**src/rtl/i2s_rx.sv**
```systemverilog
// I2S receiver: oversamples sclk/lrclk/sdin in the clk domain and
// deserialises MSB-first words into left/right pairs with a valid strobe.
`timescale 1ns/1ps
module i2s_rx #(
    parameter int WIDTH       = 16,
    parameter int SYNC_STAGES = 2
) (
    input  logic             clk,
    input  logic             reset,
    input  logic             sclk,
    input  logic             lrclk,
    input  logic             sdin,
    output logic [WIDTH-1:0] left,
    output logic [WIDTH-1:0] right,
    output logic             valid,
    output logic             frame_err
);

    localparam int CW = $clog2(WIDTH + 1);
    localparam logic [CW-1:0] CNT_LAST = CW'(WIDTH - 1);
    localparam logic [CW-1:0] CNT_FULL = CW'(WIDTH);
    localparam logic [CW-1:0] CNT_ONE  = CW'(1);

    logic [SYNC_STAGES-1:0] r_sclk_sync;
    logic [SYNC_STAGES-1:0] r_lr_sync;
    logic [SYNC_STAGES-1:0] r_sd_sync;
    logic                   r_sclk_d;

    logic [WIDTH-1:0] r_shreg;
    logic [WIDTH-1:0] r_hold;
    logic [WIDTH-1:0] r_left;
    logic [WIDTH-1:0] r_right;
    logic [CW-1:0]    r_bitcnt;
    logic             r_lr_last;
    logic             r_left_ok;
    logic             r_done;
    logic             r_valid;
    logic             r_frame_err;

    logic w_sclk_s;
    logic w_lr_s;
    logic w_sd_s;
    logic w_rise;

    assign w_sclk_s = r_sclk_sync[SYNC_STAGES-1];
    assign w_lr_s   = r_lr_sync[SYNC_STAGES-1];
    assign w_sd_s   = r_sd_sync[SYNC_STAGES-1];
    assign w_rise   = w_sclk_s & ~r_sclk_d;

    always_ff @(posedge clk) begin
        if (reset) begin
            r_sclk_sync <= '0;
            r_lr_sync   <= '0;
            r_sd_sync   <= '0;
        end else begin
            r_sclk_sync <= {r_sclk_sync[SYNC_STAGES-2:0], sclk};
            r_lr_sync   <= {r_lr_sync[SYNC_STAGES-2:0], lrclk};
            r_sd_sync   <= {r_sd_sync[SYNC_STAGES-2:0], sdin};
        end
    end

    always_ff @(posedge clk) begin
        if (reset) begin
            r_sclk_d    <= 1'b0;
            r_shreg     <= '0;
            r_hold      <= '0;
            r_left      <= '0;
            r_right     <= '0;
            r_bitcnt    <= '0;
            r_lr_last   <= 1'b0;
            r_left_ok   <= 1'b0;
            r_done      <= 1'b0;
            r_valid     <= 1'b0;
            r_frame_err <= 1'b0;
        end else begin
            r_sclk_d <= w_sclk_s;
            r_valid  <= 1'b0;
            r_done   <= 1'b0;
            if (w_rise) begin
                if (w_lr_s != r_lr_last) begin
                    // delay slot of the new channel; a partial word is dropped
                    if (r_bitcnt != '0 && r_bitcnt < CNT_FULL) begin
                        r_frame_err <= 1'b1;
                    end
                    r_bitcnt  <= '0;
                    r_lr_last <= w_lr_s;
                end else if (r_bitcnt < CNT_FULL) begin
                    r_shreg  <= {r_shreg[WIDTH-2:0], w_sd_s};
                    r_bitcnt <= r_bitcnt + CNT_ONE;
                    if (r_bitcnt == CNT_LAST) begin
                        r_done <= 1'b1;
                    end
                end
            end
            // sclk <= clk/4 guarantees no new shift lands in this cycle
            if (r_done) begin
                if (!r_lr_last) begin
                    r_hold    <= r_shreg;
                    r_left_ok <= 1'b1;
                end else if (r_left_ok) begin
                    r_left    <= r_hold;
                    r_right   <= r_shreg;
                    r_valid   <= 1'b1;
                    r_left_ok <= 1'b0;
                end else begin
                    r_frame_err <= 1'b1;
                end
            end
        end
    end

    assign left      = r_left;
    assign right     = r_right;
    assign valid     = r_valid;
    assign frame_err = r_frame_err;

endmodule

```
**config.mk**
```make
export PLATFORM = sky130hd
export DESIGN_NAME = i2s_rx
export DESIGN_NICKNAME = d
export VERILOG_FILES = /design/src/rtl/i2s_rx.sv
export SDC_FILE = /design/constraint.sdc
export NUM_CORES = 1
export LEC_CHECK = 0
export BUFFER_PORTS_ARGS = -buffer_cell sky130_fd_sc_hd__buf_2
export CORE_UTILIZATION = 34
export CTS_CLUSTER_SIZE = 10
export DETAILED_ROUTE_END_ITERATION = 10
export PLACE_DENSITY = 0.58
export SLEW_MARGIN = 20
export SYNTH_ARGS = -nofsm -noshare
export SYNTH_HDL_FRONTEND = slang
export SYNTH_SLANG_ARGS = --single-unit
```
**constraint.sdc**
```tcl
create_clock -name clk -period 1.33 [get_ports clk]
set_input_delay 0.133 -clock clk [delete_from_list [all_inputs] [get_ports clk]]
set_output_delay 0.133 -clock clk [all_outputs]
set_load 0.02 [all_outputs]
```
Word level (Yosys, flattened, before mapping)
Index checks and enable logic that the tools add are counted.
- ROM bits: 0
- latch bits: 0
- input bits: 5
- output and inout bits: 34
- word-level logic and storage cells: 46
- memories kept: 0
- register bits: 81
- RAM bits: 0
- add/sub/neg operators: 1
- div/mod/pow operators: 0
- bitwise operators: 7
- mux-type cells: 11
- equal/unequal tests: 2
- magnitude comparators: 1
- reduce and logical (&&, ||, !) cells: 10
- multipliers: 0
- shifts and indexed selects: 0
- operators by type and width (kind ; number):
    2-to-1 mux 5 bit ; 2
    2-to-1 mux 1 bit ; 9
    inverter 1 bit ; 6
    AND reduction 2 bit ; 3
    AND reduction 3 bit ; 2
    adder 5 x 1 -> 5 bit, second input constant ; 1
    equality test 5 x 4 -> 1 bit, second input constant ; 1
    < comparator 5 bit, second input constant ; 1
    nonzero test 5 bit ; 1
    OR reduction 4 bit ; 1
    OR reduction 3 bit ; 1
    nonzero test 2 bit ; 1
    AND 1 bit ; 1
    logical AND 1 bit ; 1
    inequality test 1 bit ; 1

Logic depth before layout (Yosys ltp)
- depth after elaboration: 8
- gate-level depth with buffers: 6
- mapped depth without buffers: 5

Worst setup path before layout
No wires, ideal clock.
- path type: register -> register
- start point: register r_bitcnt[0]
- end point: register r_bitcnt[4]
- arrival time: 1.278 ns
- required time: 1.235 ns
- path slack: -0.043 ns
- setup time: 0.095 ns
- buffers on the path: 0
- clock period less this slack: 1.373 ns
- cell stages (with the launch flop): 6
- cells stage by stage: dfxtp_1 -> ha_1 -> and3_1 -> ha_1 -> nand2b_1 -> a221oi_1
- cells in the longest elaborated chain, start to end: 3
- elaborated cells between the ends (all ways): 6
- those cells by class: add/sub: 1; order compare: 1; mux: 2; reduce/logical: 2
- ends and longest elaborated chain (what ; line ; RTL):
    start: declaration ; 33 ; logic [CW-1:0] r_bitcnt;
    start signal: assignment ; 89 ; r_bitcnt <= r_bitcnt + CNT_ONE;
    adder 5 x 1 -> 5 bit or < comparator 5 bit (tied branches) ; 89, 87 ;
    2-to-1 mux 5 bit or nonzero test 2 bit (tied branches) ; - ;
    2-to-1 mux 5 bit or AND reduction 2 bit (tied branches) ; - ;
Several ways; a longest one is shown, not always the timed one. The select of a mux whose other input is x is not followed.
A chain may end at the register's enable or synchronous reset.

Worst setup path in the final report
- start point: register r_bitcnt[4]
- end point: register r_bitcnt[0]
- cells in the longest elaborated chain, start to end: 3
- ends and longest elaborated chain (what ; line ; RTL):
    < comparator 5 bit ; 87 ; end else if (r_bitcnt < CNT_FULL) begin
    nonzero test 2 bit (no line) ; - ;
    AND reduction 2 bit (no line) ; - ;
Every way passes these cells.

==> run_results.csv <==
group,metric,value,unit
sta,tightest_slew,0.3596,ns
grt,track_usage,14.91,%
finish,fillers,834,
placed_design,place_congestion,0.7287,
sta,hold_viol_final,0,
floorplanning,initial_utilization,35.32,%
sta,final.period_utilization,104.6,%
routing,route.detailed.drc,0,
setup_path,cp-end-kind,"register",
clocking,htreeDepth,3,
routing,drtIter0Drc,126,
synthesis,seq_area_frac_synth,55.31,%
clocking,cts_sinks,81,
synthesis,avgSynthCellArea,8.258,µm²
finish,ff_latch_area,1630,µm²
run_status,violations,"setup timing",
synthesis,synth_top_area_share,55.31,%
synthesis,postSynthCellCount,355,
routing,dr.pass1.iters,4,
clocking,clk_latency,0.35,ns
synthesis,syn-num-nets,363,
setup_path,start_kind,"register",
sta,worst_slack,-0.06097,ns
synthesis,synth_cell_type_count,27,
synthesis,synth_top_flop_cell,"dfxtp_1",
finish,fin_nets,411,
synthesis,ys_warn_count,0,
clocking,path_clk_slew,0.08,ns
floorplanning,die_w,94.86,µm
grt,grt_pass1_vias,2287,
finish,syn2layout_area_growth,26.16,%
clocking,cts_max_path_buffers,2,
routing,drtAntennaViolNets,0,
floorplanning,die_h,94.86,µm
grt,gr-total-overflow,0,
worst_hold_path,min_path_type,"primary input to register",
setup_path,worstPathRequired,1.59,ns
grt,antenna_found_initial,0,
synthesis,async_flop_share,0,%
routing,drt_wl_total,6461,µm
clocking,cts_tree,"yes",
routing,via_per_inst,4.815,
setup_path,ff2ff_path_depth,3,
floorplanning,io_pins,39,
setup_path,crit_type,"register to register",
floorplanning,coreArea,8299,µm²
sta,slew_headroom,75.98,%
setup_path,critPathMaxFanout,5,
run_status,status,"finished with violations",
synthesis,synth_area,2932,µm²
sta,fin_skew,0.009921,ns
sta,setup-violations-final,1,
setup_path,arrival,1.65,ns
synthesis,yosys-top-cells-area,"dfxtp_1 (55%), nand2_1 (13%), a21oi_1 (11%)",
power_and_ir_drop,p_per_area,1208,nW/µm²
synthesis,synth_top_area_cell,"dfxtp_1",
finish,multi_input_area,1279,µm²
placed_design,placed_area,3324,µm²
finish,drive_above_1_share,24.02,%
clocking,cts_buffers,9,
grt,grt_pass1_wl,10420,µm
finish,final_area,3699,µm²
synthesis,synth_seq_cells,81,
floorplanning,dieArea,8997,µm²
synthesis,ys_top_cells_by_count,"nand2_1 (100), dfxtp_1 (81), a21oi_1 (67)",
worst_hold_path,whs_path_depth,3,
floorplanning,placementRows,33,
clocking,cts-root-buf,"clkbuf_8",
sta,fmax,718.9,MHz
synthesis,synth-edff-count,0,
grt,grt_max_degree,68,
power_and_ir_drop,power_leakage,1.348,nW
routing,dr_total_vias,2470,
placed_design,place_ws,-0.05432,ns
routing,routedWlPerCell,12.59,µm
synthesis,synth.most_common_cell,"nand2_1",
sta,holdWs,0.1631,ns
finish,antennaDiodeCount,0,
placed_design,dp_hpwl,4124,µm
flow_run,cap_violations,0,
sta,grt_setup_unrepaired,"true",
power_and_ir_drop,peakVddDrop,0.0005739,V
sta,fin_crit,1.391,ns
sta,slew_violations,0,
placed_design,port-buffer-count,38,
finish,fin_util,44.57,%
==> cell families (layout without fill, tap and decap cells) <==
family | after synthesis | after routing | synth area share (%)
adders and majority gates | 3 | 3 | 1.281
DFF | 81 | 81 | 55.31
xor gates and xnor gates | 2 | 2 | 0.5976
AOI/OAI and AO/OA | 91 | 91 | 16.18
buffers and inverters | 33 | 86 | 4.652
and+or+nand+nor | 145 | 145 | 21.98
==> power by group <==
| group | internal, W | switching [W] | total (W) |
|---|---|---|---|
| sequential | 0.00243 | 0.00000805 | 0.00244 |
| combinational | 0.0000597 | 0.0000985 | 0.000158 |
| clock | 0.000907 | 0.000963 | 0.00187 |
==> registers in the layout (all words and copies together) (netlist names) <==
signal and cells:
r_sd_sync 2, r_bitcnt 5, r_sclk_sync 2, r_hold 16
valid 1, right 16, left 16, r_lr_sync 2
r_left_ok 1, frame_err 1, r_lr_last 1, r_shreg 16
r_done 1, r_sclk_d 1
==> critical path: stages, from the launching register on <==
cell,delay (ns)
dfxtp_4,0.37
or3b_4,0.41
or4_4,0.44
o31ai_4,0.08
==> layout by cell type (no fill, tap or decap), types with 4 or more instances in the layout <==
master	synthesis	final
inv_6	0	4
nand3_1	19	19
o21ai_1	1	11
buf_2	10	38
a21oi_1	67	66
clkbuf_8	0	9
o21ai_0	15	4
buf_4	0	18
nor2b_1	9	9
nand2_1	100	100
dfxtp_1	81	76
dfxtp_2	0	4
inv_1	5	5
buf_6	0	5
==> area by class of cell <==
type	instances	area share, %
Clock inverter	7	2.267
Tap cell	105	3.552
Inverter	5	0.5074
Clock buffer	9	3.349
Timing Repair Buffer	65	11.67
Sequential cell	81	44.08
Multi-Input combinational cell	241	34.57
==> final timing paths <==
path                  end    startpoint  slack, ns
min reg2reg  r_lr_sync[1]  r_lr_sync[0]       0.45
min           r_bitcnt[0]         reset       0.16
max           r_bitcnt[0]   r_bitcnt[4]      -0.06
max reg2reg   r_bitcnt[0]   r_bitcnt[4]      -0.06
==> per-layer routing <==
layer  wire, µm  global-route usage [%]
met3        237                   4.106
met2       3202                   25.18
met1       2960                   18.07
met5          0                       0
met4         61                   5.303
==> per-stage QoR <==
stage,cells,power (W),setup TNS [ns]
6_report,513,0.004469,-0.06097
5_1_grt,513,0.004649,-0.2422
4_1_cts,512,0.004509,-0.02640
3_5_place_dp,493,0.002627,-0.4439
3_3_place_gp,493,0.002625,-0.02670
2_1_floorplan,355,0.002577,-0.03998
==> what timing repair did <==
item                                    CTS  global route
hold buffers                              3             0
pin swaps                                 1             3
endpoints found under the hold margin     3             0
resized for setup                        10            27
cloned                                    0             0
setup buffers                             0             1
endpoints found under the setup margin   18            21
Power figures use the tool's default switching activity.
